==> config.mk <==
export PLATFORM = sky130hd
export DESIGN_NAME = hazard_ctrl
export DESIGN_NICKNAME = d
export VERILOG_FILES = /design/src/rtl/hazard_ctrl.sv
export SDC_FILE = /design/constraint.sdc
export NUM_CORES = 1
export LEC_CHECK = 0
export BUFFER_PORTS_ARGS = -buffer_cell sky130_fd_sc_hd__buf_2
export CORE_MARGIN = 5
export CORE_UTILIZATION = 52
export CTS_CLUSTER_SIZE = 16
export DETAILED_ROUTE_END_ITERATION = 8
export MAX_ROUTING_LAYER = met4
export PLACE_DENSITY = 0.84
export SLEW_MARGIN = 20
export SYNTH_ARGS = -nofsm -noshare
export SYNTH_HDL_FRONTEND = slang
export SYNTH_SLANG_ARGS = --single-unit
==> constraint.sdc <==
create_clock -name clk -period 3 [get_ports clk]
set_clock_uncertainty 0.15 [all_clocks]
set_input_delay 0.6 -clock clk [delete_from_list [all_inputs] [get_ports clk]]
set_output_delay 0.6 -clock clk [all_outputs]
set_load 0.005 [all_outputs]
==> src/rtl/hazard_ctrl.sv <==
// Pipeline hazard controller: load-use stall, taken-branch flush and multi-cycle mul/div stall.
// Define MULDIV_STALL_EN to build the MULDIV_WAIT stall FSM; otherwise muldiv_start_i is ignored.
module hazard_ctrl #(
    parameter int REG_ADDR_BITS = 5,
    parameter int MULDIV_CYCLES = 32
) (
    input  logic                     clk,
    input  logic                     reset,
    input  logic [REG_ADDR_BITS-1:0] id_rs_i,
    input  logic [REG_ADDR_BITS-1:0] id_rt_i,
    input  logic                     ex_mem_read_i,
    input  logic [REG_ADDR_BITS-1:0] ex_rt_i,
    input  logic                     branch_taken_i,
    input  logic                     muldiv_start_i,
    output logic                     pc_en_o,
    output logic                     if_id_en_o,
    output logic                     id_ex_en_o,
    output logic                     if_id_flush_o,
    output logic                     id_ex_flush_o,
    output logic                     ex_mem_flush_o,
    output logic                     busy_o,
    output logic [15:0]              stall_cycles_o
);

    typedef enum logic [0:0] {
        RUN         = 1'b0,
        MULDIV_WAIT = 1'b1
    } state_t;

    localparam logic [5:0] CNT_LOAD = 6'(MULDIV_CYCLES - 1);

    state_t      state_q, state_d;
    logic [15:0] stall_cnt_q, stall_cnt_d;
    logic        load_use;

    function automatic logic [15:0] sat_inc16(input logic [15:0] v);
        return (v == 16'hFFFF) ? v : v + 16'd1;
    endfunction

    // r0 is hardwired zero, so a load targeting it can never create a dependency.
    assign load_use = ex_mem_read_i && (ex_rt_i != '0) &&
                      ((ex_rt_i == id_rs_i) || (ex_rt_i == id_rt_i));

`ifdef MULDIV_STALL_EN
    logic [5:0] cnt_q, cnt_d;
    logic       unused_cfg;

    assign unused_cfg = 1'b0;
`else
    logic [6:0] unused_cfg;

    assign unused_cfg = {muldiv_start_i, CNT_LOAD};
`endif

    always_ff @(posedge clk) begin
        if (!reset) begin
            state_q     <= RUN;
            stall_cnt_q <= '0;
`ifdef MULDIV_STALL_EN
            cnt_q       <= '0;
`endif
        end else begin
            state_q     <= state_d;
            stall_cnt_q <= stall_cnt_d;
`ifdef MULDIV_STALL_EN
            cnt_q       <= cnt_d;
`endif
        end
    end

    always_comb begin
        state_d        = state_q;
        pc_en_o        = 1'b1;
        if_id_en_o     = 1'b1;
        id_ex_en_o     = 1'b1;
        if_id_flush_o  = 1'b0;
        id_ex_flush_o  = 1'b0;
        ex_mem_flush_o = 1'b0;
        busy_o         = 1'b0;
`ifdef MULDIV_STALL_EN
        cnt_d          = cnt_q;
`endif

        if (!reset) begin
            state_d    = RUN;
            pc_en_o    = 1'b0;
            if_id_en_o = 1'b0;
            id_ex_en_o = 1'b0;
`ifdef MULDIV_STALL_EN
            cnt_d      = '0;
`endif
        end else begin
            case (state_q)
                RUN: begin
                    if (branch_taken_i) begin
                        if_id_flush_o = 1'b1;
                        id_ex_flush_o = 1'b1;
`ifdef MULDIV_STALL_EN
                    end else if (muldiv_start_i) begin
                        pc_en_o        = 1'b0;
                        if_id_en_o     = 1'b0;
                        id_ex_en_o     = 1'b0;
                        ex_mem_flush_o = 1'b1;
                        busy_o         = 1'b1;
                        cnt_d          = CNT_LOAD;
                        state_d        = MULDIV_WAIT;
`endif
                    end else if (load_use) begin
                        pc_en_o       = 1'b0;
                        if_id_en_o    = 1'b0;
                        id_ex_flush_o = 1'b1;
                    end
                end
`ifdef MULDIV_STALL_EN
                MULDIV_WAIT: begin
                    // Start cycle plus CNT_LOAD wait cycles gives MULDIV_CYCLES stalled cycles.
                    pc_en_o        = 1'b0;
                    if_id_en_o     = 1'b0;
                    id_ex_en_o     = 1'b0;
                    ex_mem_flush_o = 1'b1;
                    busy_o         = 1'b1;
                    cnt_d          = cnt_q - 6'd1;
                    if (cnt_q == 6'd1) begin
                        state_d = RUN;
                    end
                end
`endif
                default: begin
                    state_d = RUN;
                end
            endcase
        end
    end

    always_comb begin
        stall_cnt_d = stall_cnt_q;
        if (!pc_en_o) begin
            stall_cnt_d = sat_inc16(stall_cnt_q);
        end
    end

    assign stall_cycles_o = stall_cnt_q;

endmodule
-- After elaboration in Yosys (flattened, before gate mapping)
Cells that the tools add are included.
- output and inout port bits: 23
- logic and storage cells: 21
- input bits: 20
- register bits after elaboration: 16
- $add $sub $neg: 1
- reduce and logical (&&, ||, !) cells: 5
- equality and inequality tests: 3
- mux-type cells: 9
- bitwise logic cells: 2
- operator list (kind ; count):
    adder 16 x 1 -> 16 bit (second input constant) ; 1
    equality test 16 bit (second input constant) ; 1
    equality test 5 bit ; 2
    2-to-1 mux 1 bit ; 9
    nonzero test 5 bit ; 1
    logical AND 1 bit ; 2
    inverter 1 bit ; 2
    AND reduction 2 bit ; 1
    logical OR 1 bit ; 1

-- Logic depth before layout (Yosys ltp)
Gate-level depths: netlist of the first run.
- depth after elaboration: 8
- gate-level depth with buffers: 7
- depth with buffers taken out: 6

-- Least setup slack after synthesis of the first run
Ideal clock, no wire load.
- path kind: input to output
- start: input ex_rt_i[1]
- end: output pc_en_o
- path slack: 0.406 ns
- arrival time: 1.844 ns
- required time: 2.250 ns
- stages: 5
- buffers on the path: 1
- cells stage by stage: or4_1 -> o21a_2 -> nor2b_1 -> a21oi_1 -> buf_4
- longest elaborated chain between the ends: 6
- elaborated cells between the ends (all ways): 9
- those cells by class: 2 x eq/ne; 3 x mux; 4 x reduce/logical
- RTL lines (what ; RTL line ; text):
    start, declared ; 12 ; input logic [REG_ADDR_BITS-1:0] ex_rt_i,
    equality test 5 bit or nonzero test 5 bit (tied branches) ; 42, 41 ;
    logical OR 1 bit or logical AND 1 bit (tied branches) ; 42, 41 ;
    logical AND 1 bit (*) ; 41 ; assign load_use = ex_mem_read_i && (ex_rt_i != '0) &&
    2-to-1 mux 1 bit (*) (3 in a row) ; n/a ;
    end, declared ; 15 ; output logic pc_en_o,
Mark *: on every way between the ends. The rest lies on a longest branch, timed or not.

-- Worst setup path after layout of the first run
- start: input ex_rt_i[1]
- end: output if_id_en_o
- longest elaborated chain between the ends: 6
- elaborated cells between the ends (all ways): 9
- those cells by class: 2 x eq/ne; 3 x mux; 4 x reduce/logical
- RTL lines (what ; RTL line ; text):
    equality test 5 bit or nonzero test 5 bit (tied branches) ; 42, 41 ;
    logical OR 1 bit or logical AND 1 bit (tied branches) ; 42, 41 ;
    logical AND 1 bit (*) ; 41 ;
    2-to-1 mux 1 bit (*) ; 108 ; end else if (load_use) begin
    2-to-1 mux 1 bit (*) ; 95 ; if (branch_taken_i) begin
    2-to-1 mux 1 bit (*) ; 84 ; if (!reset) begin
    end, declared ; 16 ; output logic if_id_en_o,
Marked as above.

==> summary.md, run 1 <==
| Metric | Value |
|---|---|
| Io pins | 43 |
| Worst-skew pair later-pin latency | 0.29 ns |
| DR pass1 iterations | 4 |
| Post CTS Setup Buffer Count | 0 |
| Cells after Synth | 137 |
| Reg2reg end | stall_cycles_o[1]$_SDFFE_PN0P_ |
| Max reg flops | 16 |
| # nets final | 195 |
| RR Startpoint | stall_cycles_o[0]$_SDFFE_PN0P_ |
| Num CTS Buffers | 3 |
| Synth warnings | 0 |
| Chip Width | 56.5 µm |
| Critical Path AT | 2.05 ns |
| CTS tree | built |
| Count leader, synth | dfxtp_1 |
| CTS resizes | 0 |
| Total vias in the final route | 1206 |
| Worst Setup End Kind | output pin |
| Rows | 16 |
| Post-synthesis sequential area ratio | 28.5% |
| DR WL/cell | 14.1 µm |
| Setup crit end | if_id_en_o |
| Period utilization | 93.2% |
| Unrepaired setup endpoints after global routing | false |
| Residual DRC | 0 |
| Top cells by area, synth | dfxtp_1 29%, xor2_1 7.8%, or4_1 6.7%, mux2i_1 5.4%, o31ai_1 5.4% |
| Final Hold Fails | 0 |
| R2R Setup Slk | 0.99 ns |
| Worst endpoint required time | 2.25 ns |
| Htree depth | 1 |
| WL final | 2830 µm |
| Max Clock Freq | 0.358 GHz |
| Clk buf depth | 2 |
| Clock sinks | 16 |
| Final setup fails | 0 |
| Synth cell types | 35 |
| Top_reg_cell synth | dfxtp_1 |
| Post-synth ARST share | 0% |
| Leakage power | 0.523 nW |
| Gr ovfl total | 0 |
| EDFF count, synth | 0 |
| Root Driver | clkbuf_4 |
| Status | finished clean |
| First DRT Iteration DRCs | 62 |
| Max FO, Critical Path | 8 |
| First-pass GRT wire length | 4780 µm |
| Final count of pins violating max slew | 0 |
| Number of diodes | 0 |
| Vias per cell | 6.03 |
| Maximum vdd drop | 0.285 mV |
| Overall power | 423 µW |
| HP Class | reg -> reg |
| Synth Cell Area | 0.00112 mm² |
| Starting density of the core | 56.1% |
| Post-Syn Area per Cell | 8.19 µm² |
| Core Region | 0.00200 mm² |
| HPWL after DPL | 2200 µm |
| Worst Setup SP | ex_rt_i[1] |
| CP Launch Type | input port |
| Number of port buffers | 39 |
| FF+latch count, synth | 16 |
| Syn-to-layout area delta | 19.5% |
| Largest net degree at the start of global routing | 26 |
| Hold-fix buffers at CTS | 0 |
| Number of global-route vias before repair | 1110 |
| Gr usage total | 18.6% |
| Post-synth top area share | 28.5% |
| Crit path time final | 2.80 ns |
| Clk slew on worst S/H paths | 0.10 ns |
| Leading area contributor after synthesis | dfxtp_1 |
| Register-to-Register Path Depth | 6 |
| Die area | 0.00319 mm² |
| Post-Route Setup TNS | 0 ns |
| ANT nets after route | 0 |
| Maxcap violations | 0 |
| Die Height | 56.5 µm |
| Placer Congestion | 0.851 |
| PD cells | 316 mW/mm² |
| Critical path class | in -> out |
| Worst hold slack | 0.338 ns |
| Ratio of cells with drive above 1 in the final layout | 29.5% |
| Commonest cells post-synth | 16 x dfxtp_1, 10 x a21oi_1, 10 x nand2_1, 10 x or4_1, 10 x xor2_1 |
| Initial antenna violation count | 0 |
layer usage:
| layer | GRT usage [%] | part of all wire (%) | vias up |
|---|---|---|---|
| met4 | 8.47 | 2.9 | 0 |
| li1 | - | - | 581 |
| met2 | 29.4 | 48 | 66 |
| met3 | 5.05 | 10 | 14 |
| met1 | 21.8 | 39 | 545 |
| met5 | - | 0 | - |
how the worst min path moves through the flow:
stage                     cells after the start                            start  slack (ns)                               to
after floorplan                               2  stall_cycles_o[13]$_SDFFE_PN0P_        0.32  stall_cycles_o[13]$_SDFFE_PN0P_
after global placement                        2  stall_cycles_o[13]$_SDFFE_PN0P_        0.32  stall_cycles_o[13]$_SDFFE_PN0P_
after detailed placement                      2  stall_cycles_o[13]$_SDFFE_PN0P_        0.32  stall_cycles_o[13]$_SDFFE_PN0P_
after CTS                                     2  stall_cycles_o[13]$_SDFFE_PN0P_        0.34  stall_cycles_o[13]$_SDFFE_PN0P_
after global routing                          2  stall_cycles_o[13]$_SDFFE_PN0P_        0.36  stall_cycles_o[13]$_SDFFE_PN0P_
final                                         2  stall_cycles_o[13]$_SDFFE_PN0P_        0.34  stall_cycles_o[13]$_SDFFE_PN0P_
final cells by class:
class                           count  area [µm²]
Clock buffer                        4        36.3
Fill cell                         184         661
Inverter                            4        15.0
Multi-Input combinational cell    109         733
Sequential cell                    16         320
Tap cell                           27        33.8
Timing Repair Buffer               40         203
report_power, final:
part / switching, mW / internal (mW) / leakage (nW)
combinational: 0.0397 / 0.0249 / 0.373
clock: 0.0720 / 0.0740 / 0.0210
sequential: 0.000346 / 0.213 / 0.129
layout by cell type (no fill, tap or decap), drive strengths merged, types with 3 or more instances in the layout:
cell type,instances
nor3,5
nor2,8
a21oi,10
nand3,7
o21a,3
clkbuf,4
nand2b,6
buf,40
mux2i,6
nand2,10
dfxtp,16
or4,10
inv,4
nand4,7
o31ai,8
xor2,10
worst max-delay path: stages:
cell	delay, ns
buf_2	0.12
or4_1	0.53
o21a_2	0.28
nor2b_1	0.17
a21oi_1	0.19
buf_2	0.14
stage by stage:
step | util (%) | cells | area (µm²) | setup slack [ns]
after floorplan | - | 138 | 1130 | 0.406
after global placement | 65.2 | 196 | 1310 | 0.255
after detailed placement | 65.2 | 196 | 1310 | 0.224
after CTS | 67.0 | 200 | 1340 | 0.217
after global routing | 67.0 | 200 | 1340 | 0.140
final | 67.0 | 200 | 1340 | 0.205
cell families (layout without fill, tap and decap cells):
group | count (synthesis) | count (layout) | synth area share [%]
multiplexers | 6 | 6 | 5.35
AO/OA/AOI/OAI | 26 | 26 | 16.5
adder cells (fa/ha/maj) | 1 | 1 | 1.11
AND/OR/NAND/NOR | 64 | 64 | 33.9
other | 1 | 2 | 0.334
buffers and inverters | 13 | 48 | 6.47
XOR/XNOR | 10 | 10 | 7.80
flip-flops | 16 | 16 | 28.5
Note: power is estimated with default switching activity, not from simulation.
==> run 2: changes to the inputs <==
--- a/config.mk
+++ b/config.mk
@@ -12,6 +12,7 @@
 export DETAILED_ROUTE_END_ITERATION = 8
 export MAX_ROUTING_LAYER = met4
 export PLACE_DENSITY = 0.84
+export RECOVER_POWER = 25
 export SLEW_MARGIN = 20
 export SYNTH_ARGS = -nofsm -noshare
 export SYNTH_HDL_FRONTEND = slang
==> summary.md, run 2 (synthesis gave the netlist of run 1 again) <==
| Metric | Value |
|---|---|
| Status | finished clean |
| Worst Setup End Kind | output pin |
| Gr ovfl total | 0 |
| Maxcap violations | 0 |
| Syn-to-layout area delta | 19.2% |
| Worst endpoint required time | 2.25 ns |
| First-pass GRT wire length | 4780 µm |
| Placer Congestion | 0.851 |
| Chip Width | 56.5 µm |
| Residual DRC | 0 |
| Clk buf depth | 2 |
| Leakage power | 0.510 nW |
| Htree depth | 1 |
| DR pass1 iterations | 4 |
| Period utilization | 93.1% |
| Worst-skew pair later-pin latency | 0.29 ns |
| Footprint of the multi-input gates | 733 µm² |
| Post CTS Setup Buffer Count | 0 |
| FILL cells | 184 |
| Initial antenna violation count | 0 |
| Total vias in the final route | 1200 |
| Most common cell after layout, fill and taps aside | buf_2 |
| Number of diodes | 0 |
| Fin area | 0.00134 mm² |
| Max Clock Freq | 0.358 GHz |
| Vias per cell | 6.00 |
| CP Launch Type | input port |
| HPWL after DPL | 2200 µm |
| HP Class | reg -> reg |
| DP Worst Slack | 0.224 ns |
| Final Hold Fails | 0 |
| PD cells | 317 mW/mm² |
| Num CTS Buffers | 3 |
| Critical path class | in -> out |
| Most frequent cells in the layout | 36 x buf_2, 16 x dfxtp_1 |
| Ratio of cells with drive above 1 in the final layout | 27.7% |
| Maximum vdd drop | 0.285 mV |
| First DRT Iteration DRCs | 62 |
| Die Height | 56.5 µm |
| Largest net degree at the start of global routing | 26 |
| DR WL/cell | 14.1 µm |
| Placed Area | 0.00131 mm² |
| Post-Route Setup TNS | 0 ns |
| Reg area | 320 µm² |
| Inst Count DP | 196 |
| ANT nets after route | 0 |
| Die area | 0.00319 mm² |
| Non-filler instance count after layout | 200 |
| Critical Path AT | 2.04 ns |
| Io pins | 43 |
| # nets final | 195 |
| CTS tree | built |
| WL final | 2830 µm |
| Final setup fails | 0 |
| Rows | 16 |
| Max reg flops | 16 |
| Clk slew on worst S/H paths | 0.10 ns |
| Crit path time final | 2.79 ns |
| Number of port buffers | 39 |
| Root Driver | clkbuf_4 |
| Number of global-route vias before repair | 1110 |
| Starting density of the core | 56.1% |
| Gr usage total | 18.6% |
| Unrepaired setup endpoints after global routing | false |
| Setup slack after layout | 0.206 ns |
| Final count of pins violating max slew | 0 |
| Hold-fix buffers at CTS | 0 |
| Core Region | 0.00200 mm² |
| Max FO, Critical Path | 8 |
| CTS resizes | 0 |
| Clock sinks | 16 |
-- run 2: cell count changes in the layout (fill, tap and decap cells not counted), sizes merged --
cell | previous run | this run
buf | 40 | 37
clkbuf | 4 | 7
-- run 2: final timing paths --
path | from | end | slack (ns) | cells past startpoint
min | stall_cycles_o[13]$_SDFFE_PN0P_ | stall_cycles_o[13]$_SDFFE_PN0P_ | 0.34 | 2
max reg2reg | stall_cycles_o[0]$_SDFFE_PN0P_ | stall_cycles_o[1]$_SDFFE_PN0P_ | 0.99 | 6
min reg2reg | stall_cycles_o[13]$_SDFFE_PN0P_ | stall_cycles_o[13]$_SDFFE_PN0P_ | 0.34 | 2
max | ex_rt_i[1] | if_id_en_o | 0.21 | 6
-- run 2: stage by stage --
step           total power, mW  util (%)  hold slack [ns]
6_report                 0.424      66.8            0.339
5_1_grt                  0.441      66.8            0.366
4_1_cts                  0.425      67.0            0.340
3_5_place_dp             0.282      65.2            0.325
3_3_place_gp             0.279      65.2            0.318
2_1_floorplan            0.260         -            0.317
-- run 2: per-layer routing --
layer | vias to the layer above | part of all wire (%) | routed length [µm] | global-route usage (%)
met1 | 547 | 40 | 1140 | 21.8
met4 | 0 | 2.7 | 77 | 8.47
li1 | 580 | - | - | -
met2 | 61 | 48 | 1350 | 29.4
met5 | - | 0 | 0 | -
met3 | 12 | 9.5 | 269 | 5.05
-- run 2: area by class of cell --
class,instances,area share [%]
Timing Repair Buffer,40,14.9
Tap cell,27,2.53
Multi-Input combinational cell,109,54.8
Clock buffer,4,2.71
Sequential cell,16,23.9
Inverter,4,1.12
-- run 2: worst max-delay path, stage by stage --
cell	delay, ns
buf_2	0.12
or4_1	0.53
o21a_2	0.28
nor2b_1	0.17
a21oi_1	0.19
buf_2	0.14
-- run 2: report_power, final --
group / switching (mW) / leakage, nW / total [mW] / internal, mW
clock: 0.0722 / 0.0210 / 0.146 / 0.0740
sequential: 0.000347 / 0.129 / 0.213 / 0.213
combinational: 0.0397 / 0.360 / 0.0646 / 0.0249
